==> config.mk <==
export PLATFORM = sky130hd
export DESIGN_NAME = apb_master_bridge
export DESIGN_NICKNAME = d
export VERILOG_FILES = /design/src/rtl/apb_master_bridge.sv
export SDC_FILE = /design/constraint.sdc
export NUM_CORES = 1
export LEC_CHECK = 0
export CORE_MARGIN = 2
export CORE_UTILIZATION = 38
export DETAILED_ROUTE_END_ITERATION = 10
export GPL_ROUTABILITY_DRIVEN = 1
export PLACE_DENSITY = 0.76
export SETUP_SLACK_MARGIN = 0.3
export SLEW_MARGIN = 40
export SYNTH_ARGS = -nofsm -noshare
export SYNTH_HDL_FRONTEND = slang
export SYNTH_SLANG_ARGS = --single-unit
export TNS_END_PERCENT = 50
==> constraint.sdc <==
create_clock -name HCLK -period 1.9 [get_ports HCLK]
set_clock_uncertainty 0.1 [all_clocks]
set_input_delay 0.57 -clock HCLK [delete_from_list [all_inputs] [get_ports HCLK]]
set_output_delay 0.57 -clock HCLK [all_outputs]
set_load 0.02 [all_outputs]
==> src/rtl/apb_master_bridge.sv <==
// rtl/apb_master_bridge.sv - core request/grant/response to APB initiator bridge
// One transfer at a time, absorbs wait states, reports PSLVERR and aborts on timeout.
module apb_master_bridge #(
  parameter int unsigned APB_ADDR_WIDTH = 12,
  parameter int unsigned TIMEOUT_CYCLES = 255
) (
  input  logic                      HCLK,
  input  logic                      HRESETn,
  input  logic                      req_i,
  input  logic [APB_ADDR_WIDTH-1:0] addr_i,
  input  logic                      we_i,
  input  logic [31:0]               wdata_i,
  output logic                      gnt_o,
  output logic                      rvalid_o,
  output logic [31:0]               rdata_o,
  output logic                      err_o,
  output logic                      busy_o,
  output logic [APB_ADDR_WIDTH-1:0] PADDR,
  output logic [31:0]               PWDATA,
  output logic                      PWRITE,
  output logic                      PSEL,
  output logic                      PENABLE,
  input  logic [31:0]               PRDATA,
  input  logic                      PREADY,
  input  logic                      PSLVERR
);

  localparam int unsigned CNT_W = (TIMEOUT_CYCLES == 0) ? 1 : $clog2(TIMEOUT_CYCLES + 1);

  typedef enum logic [1:0] {IDLE, SETUP, ACCESS} state_e;

  state_e                    state_q, state_d;
  logic [CNT_W-1:0]          cnt_q, cnt_d;
  logic [APB_ADDR_WIDTH-1:0] paddr_q, paddr_d;
  logic [31:0]               pwdata_q, pwdata_d;
  logic                      pwrite_q, pwrite_d;
  logic                      psel_q, psel_d;
  logic                      penable_q, penable_d;
  logic                      rvalid_q, rvalid_d;
  logic [31:0]               rdata_q, rdata_d;
  logic                      err_q, err_d;

  always_comb begin
    state_d   = state_q;
    cnt_d     = cnt_q;
    paddr_d   = paddr_q;
    pwdata_d  = pwdata_q;
    pwrite_d  = pwrite_q;
    psel_d    = psel_q;
    penable_d = penable_q;
    rvalid_d  = 1'b0;
    rdata_d   = rdata_q;
    err_d     = err_q;
    case (state_q)
      IDLE: begin
        if (req_i) begin
          paddr_d   = addr_i;
          pwdata_d  = wdata_i;
          pwrite_d  = we_i;
          cnt_d     = '0;
          psel_d    = 1'b1;
          penable_d = 1'b0;
          state_d   = SETUP;
        end
      end
      SETUP: begin
        penable_d = 1'b1;
        state_d   = ACCESS;
      end
      ACCESS: begin
        if (PREADY) begin
          rvalid_d  = 1'b1;
          rdata_d   = pwrite_q ? 32'h0 : PRDATA;
          err_d     = PSLVERR;
          psel_d    = 1'b0;
          penable_d = 1'b0;
          state_d   = IDLE;
        end else if (TIMEOUT_CYCLES != 0) begin
          if (cnt_q != '1) cnt_d = cnt_q + 1'b1;
          // cnt_q counts earlier low cycles, so this one is the threshold-th
          if (32'(cnt_q) == TIMEOUT_CYCLES - 1) begin
            rvalid_d  = 1'b1;
            rdata_d   = 32'h0;
            err_d     = 1'b1;
            psel_d    = 1'b0;
            penable_d = 1'b0;
            state_d   = IDLE;
          end
        end
      end
      default: begin
        psel_d    = 1'b0;
        penable_d = 1'b0;
        state_d   = IDLE;
      end
    endcase
  end

  always_ff @(posedge HCLK or negedge HRESETn) begin
    if (!HRESETn) begin
      state_q   <= IDLE;
      cnt_q     <= '0;
      paddr_q   <= '0;
      pwdata_q  <= '0;
      pwrite_q  <= 1'b0;
      psel_q    <= 1'b0;
      penable_q <= 1'b0;
      rvalid_q  <= 1'b0;
      rdata_q   <= '0;
      err_q     <= 1'b0;
    end else begin
      state_q   <= state_d;
      cnt_q     <= cnt_d;
      paddr_q   <= paddr_d;
      pwdata_q  <= pwdata_d;
      pwrite_q  <= pwrite_d;
      psel_q    <= psel_d;
      penable_q <= penable_d;
      rvalid_q  <= rvalid_d;
      rdata_q   <= rdata_d;
      err_q     <= err_d;
    end
  end

  assign gnt_o    = (state_q == IDLE) && req_i;
  assign busy_o   = (state_q != IDLE);
  assign rvalid_o = rvalid_q;
  assign rdata_o  = rdata_q;
  assign err_o    = err_q;
  assign PADDR    = paddr_q;
  assign PWDATA   = pwdata_q;
  assign PWRITE   = pwrite_q;
  assign PSEL     = psel_q;
  assign PENABLE  = penable_q;

endmodule

Word level (Yosys, flattened, before mapping)
Index checks and enable logic that the tools add are counted.

word-level totals
  bits in registers = 91
  input port bits = 82
  output and inout port bits = 83

operators by class
  $add $sub $neg = 1
  eq/ne operators = 8
  mux-type cells = 22
  bitwise logic cells = 1
  reduce and logical (&&, ||, !) cells = 10

operators with widths
  cell                 count
  $mux 32              3
  $mux 8               3
  $pmux 8 s2           1
  $mux 1               9
  $add 8x1->8 const B  1
  $eq 8x8->1 const B   1
  $ne 8x8->1 const B   1
  $mux 2               3
  $ne 2x2->1 const B   3
  $pmux 1 s3           2
  $pmux 2 s3           1
  $reduce_and 2->1     3
  $reduce_bool 2->1    3
  $reduce_and 4->1     1
  $ne 3x3->1 const B   1
  $reduce_and 3->1     1
  $eq 2x1->1 const B   1
  $eq 2x2->1 const B   1
  $logic_not 2->1      1
  $logic_and 1x1->1    1
  $not 1->1            1

Depth between registers and ports, before layout
Gate-level depths: netlist (run 1).

  word-level depth = 4
  depth in mapped cells = 6
  mapped depth without buffers = 4

Least setup slack after synthesis (run 1)
Ideal clock, no wire load.

  path type = input -> output
  from = in req_i
  to = out gnt_o
  arrival = 1.334 ns
  slack = -0.104 ns
  stages = 4
  cell sequence = or3b_1 -> clkbuf_1 -> inv_2 -> buf_2

on the way
  cells in the longest elaborated chain, start to end = 1

RTL lines
  what               line  text
  from (decl)        9     input logic req_i,
  $logic_and 1x1->1  125   assign gnt_o = (state_q == IDLE) && req_i;
  to (decl)          13    output logic gnt_o,

Every way passes these cells.

Worst setup path after layout (run 1)
  from = reg state_q[1]
  to = out gnt_o

on the way
  cells in the longest elaborated chain, start to end = 2

RTL lines
  what                    line  text
  from (decl)             32    state_e state_q, state_d;
  from (signal assigned)  112   state_q <= state_d;
  $logic_not 2->1         125
  $logic_and 1x1->1       125

Every way passes these cells.

==> results.toml, run 1 <==
[cts]
clk_pin_slew_ps = 90
numCtsBuffers = 9
ctsLongestPathBuffers = 2
cts_max_level = 3
cts_tree = "built"
clock_sinks = 90
cts-root-buf = "clkbuf_8"
clock_latency_ps = 350

[global_route]
grt_first_pass_wirelength_microns = 17920
grt_pass1_vias = 3610
grt_overflow = 0
grt_max_degree = 55
grt.total_usage = 0.2023
antenna_found_initial = 0

[power_and_ir_drop]
power_density_nw_per_um2 = 1655
p_leak_nw = 2.961
vdd_drop_max_v = 0.0009149
fin_total_pwr_mw = 10.44

[routing]
wl_met1_microns = 4687
postRouteWirelength_microns = 10890
vias_per_cell = 4.881
dr.pass1.iters = 4
route.met3.wl_microns = 839
post_drt_wl_per_cell_microns = 15.23
highest_layer = "met4"
route.vias.total = 3490
drc = 0
met2_length_microns = 5255
first_iter_violations = 157
ant_nets = 0

[synth]
synthCells = 365
seq_area_frac_synth = 0.5931
ys_types = 34
synth_top_flop_cell = "dfrtp_1"
synth.area.top_cells = "dfrtp_1 59%, nand2_1 14%, a221o_1 7.9%, and2_1 5.6%, buf_2 1.2%"
synth.avg_cell_area_sq_um = 10.40
synth_top_area_frac = 0.5931
syn_area_sq_um = 3797
ys_async_sr_fraction = 1.000
synth_top_area_cell = "dfrtp_1"
synth-edff-count = 0
yosys_warnings = 0
ys_ff_latch = 90
syn_nets = 449

[place]
place_area_sq_um = 5639
place.gp.congestion = 0.7624
portBuffers = 164
hpwlAfterDp_microns = 7131

[sta]
finalSetupViolations = 3
fmax_mhz = 471.7
worst_slack_ps = -220.1
period_needed_ps = 2120
slew_viol_final = 0
max_slew_margin = 0.6532
rsz0062_at_grt = "true"
fin_crit_sh = 1.116
worstMarginPinSlew_ps = 520.3
hold_viol = 0
setup_tns_ps = -523.9

[critical_path]
crit_path_max_fanout = 2
cp-end-kind = "output pin"
required_ps = 1230
worstSetupPathType = "reg2out"
crit_path_start_kind = "flip-flop"
r2r_cells = 8
arrival_ps = 1450

[final_layout]
nFillCells = 786
n_antenna_cell = 0
layout-drive-gt1-share = 0.3093
nNetsFinal = 661
register_area_sq_um = 2257
multiInputGateArea_sq_um = 1453
fin_area_sq_um = 6305
layout_commonest_cell = "nand2_1"
area_growth_pct = 66.03
mostFrequentLayoutCells = "139 x nand2_1, 86 x dfrtp_1, 81 x buf_6"

[outcome]
status = "finished, violations left"
violations = "negative setup slack"

[floorplanning]
die_w_microns = 104.0
die_h_microns = 104.0
rows = 36
die_area_sq_um = 10810
design.core.area_sq_um = 9729
io_pins = 165
start_util = 0.3903

[flow_run]
maxCapViolations = 0

[hold_path]
hp-class = "reg2reg"
hold_depth = 2
[state kept, by name, indices dropped and copies added (netlist names)]
name and cells:
PWDATA 32, rdata_o 32, PADDR 12, cnt_q 8, state_q 2, PSEL 1, PWRITE 1, err_o 1
rvalid_o 1
[what timing repair did]
action | in CTS | in global routing
hold buffers | 1 | 0
resized for setup | 377 | 133
cloned | 0 | 2
setup endpoints to repair | 169 | 161
buffers inserted | 33 | 6
endpoints found under the hold margin | 15 | 0
pin swaps | 3 | 4
[kinds of logic (layout without fill, tap and decap cells)]
logic type,count (synthesis),after routing,synth area share
and+or+nand+nor,197,197,0.2382
AOI/OAI and AO/OA,47,47,0.1160
DFF,90,90,0.5931
buffers and inverters,25,242,0.03558
adders and majority gates,2,2,0.006589
muxes,4,4,0.01054
[where the power goes]
part | switching [mW] | internal [mW]
logic | 2.70 | 3.08
registers | 0.650 | 2.77
clock network | 0.718 | 0.526
total | 4.06 | 6.37
[cells in the mapped netlist, types with 2 or more instances]
| cell type | count |
|---|---|
| and3_1 | 2 |
| nand4_1 | 2 |
| inv_1 | 3 |
| dfrtp_1 | 90 |
| nand2_1 | 139 |
| nand3_1 | 4 |
| a31oi_1 | 3 |
| o21ai_0 | 2 |
| a21oi_1 | 2 |
| and4_2 | 2 |
| nor2_1 | 3 |
| and2_1 | 34 |
| a211oi_1 | 3 |
| a221o_1 | 30 |
| buf_6 | 4 |
| nor2b_1 | 2 |
| clkbuf_1 | 8 |
| nor3b_2 | 2 |
| o2bb2ai_1 | 2 |
| ha_1 | 2 |
| mux2i_1 | 4 |
| a221o_2 | 2 |
| buf_2 | 9 |
[final cells by class]
cell class                      instances  area share
Timing Repair Buffer                  222      0.3530
Clock inverter                          6    0.007541
Tap cell                              133     0.02639
Sequential cell                        90      0.3580
Multi-Input combinational cell        250      0.2304
Inverter                                4    0.002778
Clock buffer                           10     0.02183
[through the flow]
stage | util | hold slack [ps] | setup slack (ps) | std cells
3_3_place_gp | 0.5773 | 350.0 | -616.6 | 655
3_5_place_dp | 0.5796 | 350.1 | -561.4 | 657
4_1_cts | 0.5970 | 381.6 | -237.1 | 707
5_1_grt | 0.6480 | 413.4 | -288.5 | 715
2_1_floorplan | - | 174.4 | -14.56 | 365
6_report | 0.6480 | 389.5 | -220.1 | 715
[metal layers]
metal / track usage / vias up
li1: - / 1661
met1: 0.2699 / 1683
met2: 0.3186 / 137
met3: 0.06704 / 9
met4: 0.05309 / 0
met5: 0 / -
[worst max-delay path: stages (launching register included)]
cell	delay (ps)
dfrtp_1	410
buf_6	130
or3b_4	390
inv_4	70
buf_6	110
[worst paths after layout]
path | start | slack [ps] | to
max | state_q[1] | -220 | gnt_o
min | PWDATA[17] | 390 | PWDATA[17]
max reg2reg | state_q[1] | 140 | rdata_o[14]
min reg2reg | PWDATA[17] | 390 | PWDATA[17]
max in group asynchronous | HRESETn | 600 | cnt_q[5]
min in group asynchronous | HRESETn | 520 | rdata_o[14]
Note: power is estimated with default switching activity, not from simulation.
==> inputs of run 2 (changes only) <==
Settings changed: CORE_MARGIN 2 to 3, GPL_TIMING_DRIVEN set to 0.
==> results.toml, run 2 (synthesis results as in run 1) <==
[place]
place.gp.congestion = 0.8106
place_ws_ps = -1218
hpwlAfterDp_microns = 7629
portBuffers = 164

[floorplanning]
die_area_sq_um = 11230
start_util = 0.4015
rows = 35
die_h_microns = 106.0
io_pins = 165
die_w_microns = 106.0
design.core.area_sq_um = 9459

[sta]
fin_crit_sh = 1.166
period_needed_ps = 2216
finalSetupViolations = 2
rsz0062_at_grt = "true"
hold_viol = 0
worst_slack_ps = -315.8
max_slew_margin = 0.6777
slew_viol_final = 0
hold-worst-slack_ps = 56.50
worstMarginPinSlew_ps = 483.4
setup_tns_ps = -478.1
fmax_mhz = 451.3

[critical_path]
path_delay_family = "flip-flops"
required_ps = 1230
worstSetupPathType = "reg2out"
cp-end-kind = "output pin"
crit_path_frequent_cell = "buf_6"
path_buf_inv = 4
crit_path_start_kind = "flip-flop"
crit_path_max_fanout = 2
arrival_ps = 1550
cp_slowest_cell = "dfrtp_2"
critPathMaxStageDelay_ps = 420
path_cells = "or3b_4 -> buf_8 -> inv_6 -> buf_6 -> buf_6"

[routing]
wl_met1_microns = 4981
highest_layer = "met4"
route.met3.wl_microns = 1021
drc = 0
dr.pass1.iters = 5
met2_length_microns = 5739
route.vias.total = 3596
first_iter_violations = 155
ant_nets = 0
vias_per_cell = 5.015
post_drt_wl_per_cell_microns = 16.54
postRouteWirelength_microns = 11860

[hold_path]
hp-class = "in2async"

[global_route]
antenna_found_initial = 0
grt_first_pass_wirelength_microns = 17110
grt_pass1_vias = 3406
grt.total_usage = 0.1889
grt_overflow = 0
grt_max_degree = 52

[power_and_ir_drop]
power_density_nw_per_um2 = 1631
p_leak_nw = 3.059
vdd_drop_max_v = 0.0008803

[final_layout]
layout-drive-gt1-share = 0.3554
mostFrequentLayoutCells = "119 x nand2_1, 88 x buf_6, 85 x dfrtp_1"
layout_commonest_cell = "nand2_1"
area_growth_pct = 72.72
n_antenna_cell = 0
nNetsFinal = 667

[outcome]
status = "finished, violations left"
violations = "negative setup slack"

[cts]
cts_tree = "built"
ctsLongestPathBuffers = 2
cts-root-buf = "clkbuf_8"
clock_sinks = 90
clk_pin_slew_ps = 90
numCtsBuffers = 9
clock_latency_ps = 350
cts_max_level = 3
holdBufCountCts = 0

[flow_run]
maxCapViolations = 0
[run 2: changes by cell type in the layout (fill, tap and decap cells not counted), sizes merged, moves of 2 or more]
cell / delta
clkinvlp: +2
inv: -2
clkbuf: +7
dlygate4sd2: -2
[run 2: worst register-to-register path, stage by stage (launching register included)]
cell	delay (ps)
dfrtp_2	420
or3b_4	400
buf_8	140
buf_4	140
clkbuf_16	160
clkbuf_16	150
nand2_1	60
nand2_1	50
[run 2: timing repair]
item | CTS | global route
pin swaps | 1 | 26
endpoints found under the setup margin | 171 | 155
gates resized for setup | 383 | 207
gates cloned | 0 | 11
setup buffers | 18 | 13
[run 2: layer usage]
layer  GRT usage  vias to the layer above
li1            -                     1681
met1      0.2468                     1755
met2      0.3005                      153
met3     0.05768                        7
met4     0.06290                        0
met5           0                        -
[run 2: cell type report]
type                    count  area [sq um]
well taps                 129         161.4
multi-input cells         251          1563
plain buffers              21         255.2
repair buffers            206          2130
fillers                   721          2900
clock buffers              11         131.4
inverters                   4         20.02
clock inverters             5         40.04
flip-flops and latches     90          2258
[run 2: where the power goes]
group | switching, mW | total [mW] | internal, mW | leakage, nW
Clock | 0.692 | 1.18 | 0.484 | 0.0762
Sequential | 0.694 | 3.46 | 2.77 | 1.05
Combinational | 2.84 | 6.06 | 3.22 | 1.94
Total | 4.22 | 10.7 | 6.47 | 3.06
[run 2: per-stage QoR]
| stage | util | total power, mW | instances | cell area [sq um] |
|---|---|---|---|---|
| finish | 0.6934 | 10.70 | 717 | 6559 |
| CTS | 0.5984 | 9.125 | 693 | 5660 |
| detailed placement | 0.5951 | 8.274 | 659 | 5629 |
| floorplan | - | 5.847 | 365 | 3805 |
| global route | 0.6934 | 11.30 | 717 | 6559 |
| global placement | 0.5929 | 8.146 | 658 | 5608 |
[run 2: path summary, 6_finish.rpt]
| kind | cells past startpoint | end | slack (ps) | from |
|---|---|---|---|---|
| worst max-delay path | 5 | gnt_o | -320 | state_q[1] |
| worst min register to register | 2 | PWDATA[17] | 380 | PWDATA[17] |
| max in group asynchronous | 2 | state_q[0] | 1040 | HRESETn |
| worst min-delay path | 1 | rdata_o[18] | 60 | HRESETn |
| min in group HCLK | 2 | PWDATA[17] | 380 | PWDATA[17] |
| worst max register to register | 7 | PWDATA[8] | 170 | state_q[1] |
==> inputs of run 3 (changes only) <==
Settings changed: CTS_CLUSTER_SIZE set to 30.
==> results of run 3 <==
The final DEF is identical to that of run 2; final timing and power are the same.
